[config.mk]
export PLATFORM = sky130hd
export DESIGN_NAME = uart_rx_ctrl_flat
export DESIGN_NICKNAME = d
export VERILOG_FILES = /design/src/rtl/uart_rx_pkg.sv /design/src/rtl/uart_rx_ctrl_if.sv /design/src/rtl/uart_rx_sr.sv /design/src/rtl/uart_rx_ctrl.sv /design/src/flat_wrapper.sv
export SDC_FILE = /design/constraint.sdc
export NUM_CORES = 1
export LEC_CHECK = 0
export ABC_CLOCK_PERIOD_IN_PS = 4300
export CAP_MARGIN = 20
export CORE_ASPECT_RATIO = 1.4
export CORE_MARGIN = 1.5
export CORE_UTILIZATION = 59
export DETAILED_ROUTE_END_ITERATION = 7
export GPL_TIMING_DRIVEN = 0
export HOLD_SLACK_MARGIN = 0.03
export PLACE_DENSITY = 0.89
export SLEW_MARGIN = 20
export SYNTH_ARGS = -nofsm -noshare
export SYNTH_HDL_FRONTEND = slang
export SYNTH_SLANG_ARGS = --single-unit
[constraint.sdc]
create_clock -name clk -period 4.3 [get_ports clk]
set_input_delay 0.86 -clock clk [delete_from_list [all_inputs] [get_ports clk]]
set_output_delay 0.86 -clock clk [all_outputs]
set_load 0.005 [all_outputs]
[src/rtl/uart_rx_pkg.sv]
// -----------------------------------------------------------------------------
// uart_rx_pkg
// Shared types and constants for the oversampled UART receiver slice.
//   state_t           receiver FSM state encoding
//   DEF_CLKS_PER_BIT  default clk cycles per serial bit
//   DEF_DATA_BITS     default data bits per frame
//   LINE_IDLE         level of an idle serial line
// -----------------------------------------------------------------------------
package uart_rx_pkg;

    localparam int   DEF_CLKS_PER_BIT = 10;
    localparam int   DEF_DATA_BITS    = 8;
    localparam logic LINE_IDLE        = 1'b1;

    typedef enum logic [2:0] {
        IDLE,
        START,
        DATA,
        PARITY,
        STOP,
        LOAD
    } state_t;

endpackage : uart_rx_pkg

[src/rtl/uart_rx_ctrl_if.sv]
// -----------------------------------------------------------------------------
// uart_rx_ctrl_if
// Byte-side handshake between the receiver and the byte consumer.
//   data_read      consumer -> receiver, one-cycle acknowledge of rx_data
//   rx_data        last good frame payload
//   data_ready     rx_data holds an unread frame
//   overrun_error  a frame was loaded while the previous one was unread
//   framing_error  last frame had stop bit = 0
//   parity_error   parity mismatch on the last loaded frame
// Modports: master = receiver side, slave = consumer side.
// -----------------------------------------------------------------------------
interface uart_rx_ctrl_if
    import uart_rx_pkg::*;
#(
    parameter int DATA_BITS = DEF_DATA_BITS
) ();

    logic                 data_read;
    logic [DATA_BITS-1:0] rx_data;
    logic                 data_ready;
    logic                 overrun_error;
    logic                 framing_error;
    logic                 parity_error;

    modport master (
        input  data_read,
        output rx_data,
        output data_ready,
        output overrun_error,
        output framing_error,
        output parity_error
    );

    modport slave (
        output data_read,
        input  rx_data,
        input  data_ready,
        input  overrun_error,
        input  framing_error,
        input  parity_error
    );

endinterface : uart_rx_ctrl_if

[src/rtl/uart_rx_sr.sv]
// -----------------------------------------------------------------------------
// uart_rx_sr
// Right-shifting deserialiser. Each enabled cycle the new bit enters the MSB,
// so a frame arriving LSB-first ends up LSB-aligned after WIDTH shifts.
//   clk           system clock
//   n_rst         asynchronous active-low reset (register -> all ones)
//   shift_enable  shift in serial_bit this cycle
//   serial_bit    sampled line value
//   parallel_out  current register contents
// -----------------------------------------------------------------------------
module uart_rx_sr #(
    parameter int WIDTH = 8
) (
    input  logic             clk,
    input  logic             n_rst,
    input  logic             shift_enable,
    input  logic             serial_bit,
    output logic [WIDTH-1:0] parallel_out
);

    logic [WIDTH-1:0] r_shift;

    // NOTE: the shift register is reset to all ones (an idle line's worth of
    // bits); it is small flop storage, not a RAM, so a reset costs nothing.
    always_ff @(posedge clk or negedge n_rst) begin
        if (!n_rst) begin
            r_shift <= '1;
        end else if (shift_enable) begin
            // NOTE: non-blocking assignment keeps every flop updating from
            // pre-edge values, independent of statement order.
            r_shift <= {serial_bit, r_shift[WIDTH-1:1]};
        end
    end

    assign parallel_out = r_shift;

endmodule : uart_rx_sr

[src/rtl/uart_rx_ctrl.sv]
// -----------------------------------------------------------------------------
// uart_rx_ctrl
// Oversampled asynchronous serial receiver: 2-flop synchroniser, falling-edge
// start detection with mid-bit qualification, mid-bit data sampling,
// LSB-first deserialisation, stop-bit check and a single-entry output buffer
// acknowledged through data_read.
//   clk        system clock
//   n_rst      asynchronous active-low reset
//   serial_in  raw asynchronous line, idle high
//   rx_if      uart_rx_ctrl_if.master: data_read in; rx_data, data_ready,
//              overrun_error, framing_error, parity_error out
// Optional feature: define UART_RX_PARITY_EN to receive one even-parity bit
// between the data bits and the stop bit; otherwise parity_error is tied 0.
// -----------------------------------------------------------------------------
module uart_rx_ctrl
    import uart_rx_pkg::*;
#(
    parameter int CLKS_PER_BIT = DEF_CLKS_PER_BIT,
    parameter int DATA_BITS    = DEF_DATA_BITS
) (
    input  logic           clk,
    input  logic           n_rst,
    input  logic           serial_in,
    uart_rx_ctrl_if.master rx_if
);

    localparam int HALF = CLKS_PER_BIT / 2;
    localparam int TW   = $clog2(CLKS_PER_BIT + 1);
    localparam int BW   = $clog2(DATA_BITS + 1);

    // The timer starts at 0 on the first cycle of a period, so the sample
    // lands on the cycle where it holds target-1.
    localparam logic [TW-1:0] HALF_LAST = TW'(HALF - 1);
    localparam logic [TW-1:0] FULL_LAST = TW'(CLKS_PER_BIT - 1);
    localparam logic [BW-1:0] BIT_LAST  = BW'(DATA_BITS - 1);

    // Synchroniser and edge detect
    logic r_sync1;
    logic r_sync2;
    logic r_line_prev;
    logic w_line;
    logic w_fall;

    // FSM
    state_t r_state;
    state_t w_state_next;

    // Bit-period timer
    logic [TW-1:0] r_timer;
    logic          w_timer_clr;
    logic          w_tick;

    // Bit-index counter
    logic [BW-1:0] r_bit_cnt;
    logic          w_bit_cnt_clr;
    logic          w_bit_cnt_en;
    logic          w_bit_last;

    // Datapath strobes
    logic                 w_shift_en;
    logic [DATA_BITS-1:0] w_shift_data;
    logic                 w_start_ok;
    logic                 w_stop_sample;
    logic                 w_load;
    logic                 r_stop_bit;

`ifdef UART_RX_PARITY_EN
    logic w_par_sample;
    logic r_par_bit;
    logic w_par_mismatch;
`endif

    // Output buffer
    logic [DATA_BITS-1:0] r_rx_data;
    logic                 r_data_ready;
    logic                 r_overrun_error;
    logic                 r_framing_error;
    logic                 r_parity_error;

    // -------------------------------------------------------------------------
    // Synchroniser: the line resets to idle so reset never looks like an edge
    // -------------------------------------------------------------------------
    always_ff @(posedge clk or negedge n_rst) begin
        if (!n_rst) begin
            r_sync1     <= LINE_IDLE;
            r_sync2     <= LINE_IDLE;
            r_line_prev <= LINE_IDLE;
        end else begin
            r_sync1     <= serial_in;
            r_sync2     <= r_sync1;
            r_line_prev <= r_sync2;
        end
    end

    assign w_line = r_sync2;
    assign w_fall = (w_line != LINE_IDLE) && (r_line_prev == LINE_IDLE);

    // -------------------------------------------------------------------------
    // Bit-period timer: restarts on every state change and after each sample
    // -------------------------------------------------------------------------
    assign w_tick      = (r_state == START) ? (r_timer == HALF_LAST)
                                            : (r_timer == FULL_LAST);
    assign w_timer_clr = (w_state_next != r_state);

    always_ff @(posedge clk or negedge n_rst) begin
        if (!n_rst) begin
            r_timer <= '0;
        end else if (w_timer_clr || w_tick) begin
            r_timer <= '0;
        end else begin
            r_timer <= r_timer + TW'(1);
        end
    end

    // -------------------------------------------------------------------------
    // Bit-index counter: held clear outside DATA, counts data samples
    // -------------------------------------------------------------------------
    assign w_bit_cnt_clr = (r_state != DATA);
    assign w_bit_cnt_en  = w_shift_en;
    assign w_bit_last    = (r_bit_cnt == BIT_LAST);

    always_ff @(posedge clk or negedge n_rst) begin
        if (!n_rst) begin
            r_bit_cnt <= '0;
        end else if (w_bit_cnt_clr) begin
            r_bit_cnt <= '0;
        end else if (w_bit_cnt_en) begin
            r_bit_cnt <= r_bit_cnt + BW'(1);
        end
    end

    // -------------------------------------------------------------------------
    // FSM
    // -------------------------------------------------------------------------
    always_ff @(posedge clk or negedge n_rst) begin
        if (!n_rst) begin
            r_state <= IDLE;
        end else begin
            r_state <= w_state_next;
        end
    end

    always_comb begin
        // NOTE: every output gets a default before the case so no path leaves
        // a signal unassigned, which would infer a latch.
        w_state_next  = r_state;
        w_start_ok    = 1'b0;
        w_shift_en    = 1'b0;
        w_stop_sample = 1'b0;
        w_load        = 1'b0;
`ifdef UART_RX_PARITY_EN
        w_par_sample  = 1'b0;
`endif
        case (r_state)
            IDLE: begin
                if (w_fall) begin
                    w_state_next = START;
                end
            end
            START: begin
                if (w_tick) begin
                    // A line back high at mid start bit is a glitch
                    if (w_line == LINE_IDLE) begin
                        w_state_next = IDLE;
                    end else begin
                        w_state_next = DATA;
                        w_start_ok   = 1'b1;
                    end
                end
            end
            DATA: begin
                if (w_tick) begin
                    w_shift_en = 1'b1;
                    if (w_bit_last) begin
`ifdef UART_RX_PARITY_EN
                        w_state_next = PARITY;
`else
                        w_state_next = STOP;
`endif
                    end
                end
            end
            PARITY: begin
`ifdef UART_RX_PARITY_EN
                if (w_tick) begin
                    w_par_sample = 1'b1;
                    w_state_next = STOP;
                end
`else
                w_state_next = IDLE;
`endif
            end
            STOP: begin
                if (w_tick) begin
                    w_stop_sample = 1'b1;
                    w_state_next  = LOAD;
                end
            end
            LOAD: begin
                w_load       = 1'b1;
                w_state_next = IDLE;
            end
            default: begin
                w_state_next = IDLE;
            end
        endcase
    end

    // -------------------------------------------------------------------------
    // Deserialiser
    // -------------------------------------------------------------------------
    uart_rx_sr #(
        .WIDTH (DATA_BITS)
    ) u_sr (
        .clk          (clk),
        .n_rst        (n_rst),
        .shift_enable (w_shift_en),
        .serial_bit   (w_line),
        .parallel_out (w_shift_data)
    );

    // Stop (and parity) bits are captured so LOAD can act on them a cycle later
    always_ff @(posedge clk or negedge n_rst) begin
        if (!n_rst) begin
            r_stop_bit <= LINE_IDLE;
        end else if (w_stop_sample) begin
            r_stop_bit <= w_line;
        end
    end

`ifdef UART_RX_PARITY_EN
    always_ff @(posedge clk or negedge n_rst) begin
        if (!n_rst) begin
            r_par_bit <= 1'b0;
        end else if (w_par_sample) begin
            r_par_bit <= w_line;
        end
    end

    // Even parity: data plus parity bit must hold an even number of ones
    assign w_par_mismatch = ^{w_shift_data, r_par_bit};
`endif

    // -------------------------------------------------------------------------
    // Output buffer. A good LOAD takes priority over a coincident data_read:
    // the new frame is unread, so data_ready stays set and no overrun is
    // flagged. Overrun and parity flags only exist while data_ready is set,
    // so a read with nothing buffered changes nothing.
    // -------------------------------------------------------------------------
    always_ff @(posedge clk or negedge n_rst) begin
        if (!n_rst) begin
            r_rx_data       <= '1;
            r_data_ready    <= 1'b0;
            r_overrun_error <= 1'b0;
            r_framing_error <= 1'b0;
            r_parity_error  <= 1'b0;
        end else begin
            if (w_start_ok) begin
                r_framing_error <= 1'b0;
            end

            if (w_load && r_stop_bit) begin
                r_rx_data    <= w_shift_data;
                r_data_ready <= 1'b1;
                if (r_data_ready && !rx_if.data_read) begin
                    r_overrun_error <= 1'b1;
                end else if (rx_if.data_read) begin
                    r_overrun_error <= 1'b0;
                end
`ifdef UART_RX_PARITY_EN
                r_parity_error <= w_par_mismatch;
`endif
            end else begin
                if (w_load) begin
                    r_framing_error <= 1'b1;
                end
                if (rx_if.data_read && r_data_ready) begin
                    r_data_ready    <= 1'b0;
                    r_overrun_error <= 1'b0;
                    r_parity_error  <= 1'b0;
                end
            end
        end
    end

    assign rx_if.rx_data       = r_rx_data;
    assign rx_if.data_ready    = r_data_ready;
    assign rx_if.overrun_error = r_overrun_error;
    assign rx_if.framing_error = r_framing_error;
`ifdef UART_RX_PARITY_EN
    assign rx_if.parity_error  = r_parity_error;
`else
    assign rx_if.parity_error  = 1'b0;
`endif

endmodule : uart_rx_ctrl
[src/flat_wrapper.sv]
// flat-port wrapper written by rule: the top's interface ports become plain ports
module uart_rx_ctrl_flat import uart_rx_pkg::*;
#(
    parameter int CLKS_PER_BIT = DEF_CLKS_PER_BIT,
    parameter int DATA_BITS    = DEF_DATA_BITS
)
  (clk, n_rst, serial_in, rx_if_data_read, rx_if_rx_data, rx_if_data_ready, rx_if_overrun_error, rx_if_framing_error, rx_if_parity_error);
  uart_rx_ctrl_if #(.DATA_BITS(DATA_BITS)) rx_if_i ();
  input  logic clk;
  input  logic n_rst;
  input  logic serial_in;
  input wire logic [$bits(rx_if_i.data_read)-1:0] rx_if_data_read;
  output wire logic [$bits(rx_if_i.rx_data)-1:0] rx_if_rx_data;
  output wire logic [$bits(rx_if_i.data_ready)-1:0] rx_if_data_ready;
  output wire logic [$bits(rx_if_i.overrun_error)-1:0] rx_if_overrun_error;
  output wire logic [$bits(rx_if_i.framing_error)-1:0] rx_if_framing_error;
  output wire logic [$bits(rx_if_i.parity_error)-1:0] rx_if_parity_error;
  assign rx_if_i.data_read = rx_if_data_read;
  assign rx_if_rx_data = rx_if_i.rx_data;
  assign rx_if_data_ready = rx_if_i.data_ready;
  assign rx_if_overrun_error = rx_if_i.overrun_error;
  assign rx_if_framing_error = rx_if_i.framing_error;
  assign rx_if_parity_error = rx_if_i.parity_error;
  uart_rx_ctrl #(.CLKS_PER_BIT(CLKS_PER_BIT), .DATA_BITS(DATA_BITS)) u_core (.clk(clk), .n_rst(n_rst), .serial_in(serial_in), .rx_if(rx_if_i));
endmodule
=== Yosys cells after proc, flatten, opt, wreduce, memory -nomap -nowiden ===
Cells that the tools add are included.

* Register bits after elaboration: 34
* Output and inout bits: 12

* Eq/ne operators: 10
* Muxes and demuxes: 26
* Bitwise operators: 1
* Add/sub/neg operators: 2
* Reductions and logical operators: 10

{| class="wikitable"
|+ Operators with widths
! kind !! number
|-
| $mux W1 || 16
|-
| $mux W3 || 5
|-
| $mux W4 || 3
|-
| $pmux W3 S4 || 1
|-
| $add A4 B1 Y4 const B || 2
|-
| $eq A4 B3 Y1 const B || 2
|-
| $eq A3 B3 Y1 const B || 2
|-
| $eq A4 B4 Y1 const B || 1
|-
| $logic_and A1 B1 Y1 || 4
|-
| $reduce_bool A2 Y1 || 2
|-
| $eq A3 B1 Y1 const B || 1
|-
| $eq A3 B2 Y1 const B || 1
|-
| $logic_not A3 Y1 || 1
|-
| $ne A3 B2 Y1 const B || 1
|-
| $ne A3 B3 Y1 || 1
|-
| $ne A3 B3 Y1 const B || 1
|-
| $mux W2 || 1
|-
| $reduce_and A2 Y1 || 1
|-
| $logic_not A1 Y1 || 1
|-
| $logic_or A1 B1 Y1 || 1
|-
| $not A1 Y1 || 1
|}

=== Depth between registers and ports, before layout ===
* Depth after elaboration: 7
* Gate-level depth with buffers: 5
* Gate-level depth less buffers: 5

=== Hierarchy ===
Synthesis repeated with hierarchy kept, for this count alone.

* Cell total of the unflattened synthesis: 118
* Area total of the unflattened synthesis: 1542.7 um^2

{| class="wikitable"
|+ By module, submodules not included
! module !! area each (um^2) !! seq. area each (um^2) !! times used !! cells an instance
|-
| uart_rx_ctrl || 1201.2 || 665.6 || 1 || 101
|-
| uart_rx_sr || 341.6 || 210.2 || 1 || 17
|}

=== Least setup slack after synthesis ===
OpenSTA, ideal clock, no wires.

* Path type: reg2reg
* Start: reg u_core.r_timer[1]
* End: reg u_core.r_bit_cnt[3]
* Arrival: 1360 ps
* Required time: 4223 ps
* Setup slack: 2862 ps
* Buffers on the path: 1
* Stages on the path, launching flop included: 6
* Cell sequence: dfrtp_1 and4bb_1 buf_4 mux2i_2 or3_1 a21oi_1

* Longest elaborated chain between the ends: 5
* Elaborated cells on any way between the ends: 6
* Those cells by class: eq/ne: 2; mux: 3; reduce/logical: 1

{| class="wikitable"
|+ Ends and longest elaborated chain
! element !! line !! text
|-
| start, declared || uart_rx_ctrl.sv:49 || <nowiki>logic [TW-1:0] r_timer;</nowiki>
|-
| start signal, assigned || uart_rx_ctrl.sv:111 || <nowiki>r_timer <= r_timer + TW'(1);</nowiki>
|-
| $eq A4 B4 Y1 or $eq A4 B3 Y1 (tied branches) || uart_rx_ctrl.sv:102, uart_rx_ctrl.sv:101 ||
|-
| $mux W1 (*) || uart_rx_ctrl.sv:101 || <nowiki>assign w_tick = (r_state == START) ? (r_timer == HALF_LAST)</nowiki>
|-
| $mux W1 (*) || uart_rx_ctrl.sv:172 || <nowiki>if (w_tick) begin</nowiki>
|-
| $mux W1 (*) || uart_rx_ctrl.sv:154 || <nowiki>case (r_state)</nowiki>
|-
| $reduce_bool A2 Y1 (no source line) (*) || n/a ||
|-
| end signal, assigned || uart_rx_ctrl.sv:128 || <nowiki>r_bit_cnt <= r_bit_cnt + BW'(1);</nowiki>
|-
| end, declared || uart_rx_ctrl.sv:54 || <nowiki>logic [BW-1:0] r_bit_cnt;</nowiki>
|}

Every way passes the cells marked *; elsewhere a longest branch is shown, timed or not.
A chain may end at the register's enable or synchronous reset.

=== Final worst setup path ===
* Start: reg u_core.r_rx_data[5] (netlist: u_core.rx_if.rx_data[5])
* End: out rx_if_rx_data[5]

{| class="wikitable"
|+ RTL lines
! element !! line !! text
|-
| start, declared || uart_rx_ctrl.sv:74 || <nowiki>logic [DATA_BITS-1:0] r_rx_data;</nowiki>
|-
| start signal, assigned || uart_rx_ctrl.sv:263 || <nowiki>r_rx_data <= w_shift_data;</nowiki>
|-
| end, declared || flat_wrapper.sv:13 || <nowiki>output wire logic [$bits(rx_if_i.rx_data)-1:0] rx_if_rx_data;</nowiki>
|}

No word-level cell between the ends.

==> run metrics <==
status finished, final reports clean; fraction of layout cells with a size suffix above 1 0.397; post-synthesis async set-or-reset flop share 1.00; # port buffers 14; r2r startpoint u_core.r_timer[0]; Iter 0 DRT Violations 39; Hold Vio Cnt, Final 0; nets@finish 141; DR vias 901; # diodes 0; Boundary Pins 16; post-synthesis sequential area ratio 0.591; initial antenna violation count 0; Hold EP u_core.r_sync2; worst vdd ir 0.375 mV; Clock Pin Slew Worst Setup and Hold Paths 0.09 ns; CP required 3.44 ns; CTS tree built; CP arrival 1.37 ns; reg2reg setup slack 2.74 ns; cts repair resizes 0; die area 0.00282 mm2; WHS Path Cells 0; Reg-to-Reg End u_core.u_sr.parallel_out[1]; LEAKAGE 0.717 nW; Max Slew Vio Count 0; Hold WC Path Type reg2reg; Critical Path, Cell by Cell clkdlybuf4s50_1; gr usage total 0.214; Synth Cell Area 0.00148 mm2; Setup Slack @ Placement 2.43 ns; cells on worst reg2reg path 4; WL final 2.40 mm; drt wl/cell 14.1 um; predominant post-synthesis flop cell dfstp_2; global-route wire length before repair 4.19 mm; Post-CTS Hold Fix Bufs 0; slowest CP cell dfstp_2; first drt pass iteration count 4; RD Place Congestion 0.799; Max-slew headroom 0.537; Syn Inst Count 114; # rows 21; clk_skew 0.00586 ns; die height 62.3 um; post-DP HPWL 1.69 mm; Ys Warns 0; post-synthesis cell type count 34; Synthesized Nets 120; Initial Utilization 0.620; Fin Setup TNS 0 ns; vias in the first global route 965; PwrDens 400 mW/mm2; Max-Cap Viols 0; Max stage delay on crit path 0.55 ns; H-tree levels 2; worst-path fanout max 2; detailed-route vias per instance 5.30; Die Span X 45.4 um; Startpoint Class flop; final setup margin 2.07 ns; CTS sink cnt 34; Final min period 2.23 ns; CP bufs+invs 1; largest net degree at the start of global routing 35; CP top delay family flip-flops; root buffer cell clkbuf_4; Min-Delay Startpoint u_core.r_sync1; period utilisation layout 0.520; post-synthesis to final-layout area growth 16.0%; syn avg cell area 13.0 um2; #FFs+latches synth 34; number of synthesized flops with an enable pin 0; post-CTS setup buffers 0; f_max 448 MHz; clock buffer depth 2; GRT overflow 0; Routed Antenna Nets 0; Num CTS Buffers 5; DRC 0; Worst setup EP type primary output; Slew @ Worst Pin 0.694 ns; critical path type reg2out; area of the core 0.00239 mm2; Critical Path Source u_core.rx_if.rx_data[5]; RSZ-0062 raised after global routing false; Final Setup Violations 0; Clock Latency Late Sink 0.33 ns
## where the power goes
group          internal (mW)  switching (mW)  leakage (nW)
combinational         0.0634          0.0703         0.293
clock                 0.0791          0.0978        0.0353
sequential             0.347          0.0303         0.389
## layout by cell type, fill, tap and decap left out, types with 2 or more instances in the layout
cell type / count
buf_4: 4
nor2b_1: 2
ha_1: 2
dfrtp_1: 14
xor2_1: 3
o21ai_0: 3
nand2_1: 5
dfstp_2: 20
nand3_1: 2
nor2_1: 12
inv_1: 3
nor3_1: 2
a21oi_1: 5
clkdlybuf4s50_1: 13
clkbuf_4: 5
nor3b_1: 2
mux2_2: 16
## logic make-up after synthesis
kind of cell	Yosys count	share of synthesized area
flops	34	0.591
compound gates	13	0.0549
other cells	1	0.00253
mux	19	0.145
fa+ha+maj	2	0.0169
buf+inv	7	0.0279
simple gates	34	0.138
xor+xnor	4	0.0237
## cell usage after synthesis, types with 2 or more instances
| cell | instances | area share |
|---|---|---|
| nor3_1 | 2 | 0.0068 |
| buf_4 | 4 | 0.020 |
| dfstp_2 | 20 | 0.35 |
| mux2_2 | 16 | 0.12 |
| ha_1 | 2 | 0.017 |
| a21oi_1 | 5 | 0.017 |
| nor2b_1 | 2 | 0.0084 |
| nor2_1 | 12 | 0.030 |
| nand3_1 | 2 | 0.0068 |
| inv_1 | 3 | 0.0076 |
| dfrtp_1 | 14 | 0.24 |
| o21ai_0 | 3 | 0.010 |
| nand2_1 | 5 | 0.013 |
| xor2_1 | 3 | 0.018 |
| nor3b_1 | 2 | 0.010 |
## registers in the layout, summed over array words and instances, names as in the netlist
name / cells
u_core.r_stop_bit: 1
u_core.u_sr.parallel_out: 8
u_core.r_state: 3
u_core.r_timer: 4
u_core.rx_if.rx_data: 8
u_core.r_bit_cnt: 4
u_core.r_line_prev: 1
u_core.r_sync2: 1
u_core.rx_if.framing_error: 1
u_core.r_sync1: 1
u_core.rx_if.data_ready: 1
u_core.rx_if.overrun_error: 1
## final cells by class
| class | instances | area (um2) |
|---|---|---|
| Sequential cell | 34 | 876 |
| Fill cell | 154 | 672 |
| Multi-Input combinational cell | 73 | 564 |
| Timing Repair Buffer | 14 | 135 |
| Clock buffer | 7 | 55.1 |
| Tap cell | 34 | 42.5 |
| Buffer | 4 | 30.0 |
| Inverter | 3 | 11.3 |
| Clock inverter | 1 | 5.00 |
## through the flow
step / util / hold slack, ns / total power, mW / cells / instance area, um2
final: 0.719 / 0.361 / 0.688 / 170 / 1720
after global routing: 0.719 / 0.367 / 0.733 / 170 / 1720
after CTS: 0.719 / 0.363 / 0.700 / 170 / 1720
after detailed placement: 0.694 / 0.349 / 0.517 / 162 / 1660
after global placement: 0.696 / 0.346 / 0.507 / 162 / 1660
after floorplan: - / 0.345 / 0.482 / 114 / 1480
## worst max path at each step
stage,endpoint,slack [ns],depth (start not counted)
after global placement,u_core.r_timer[2],1.81,1
after floorplan,u_core.r_bit_cnt[3],2.86,5
after detailed placement,rx_if_rx_data[5],2.43,1
final,rx_if_rx_data[5],2.07,1
after global routing,rx_if_rx_data[0],2.01,1
after CTS,rx_if_rx_data[5],2.04,1
## per-layer routing
| metal | wire length (um) | GRT usage |
|---|---|---|
| met1 | 1010 | 0.256 |
| met2 | 1220 | 0.307 |
| met3 | 119 | 0.0901 |
| met4 | 55 | 0.136 |
| met5 | 0 | 0 |
Note: power is estimated with default switching activity, not from simulation.
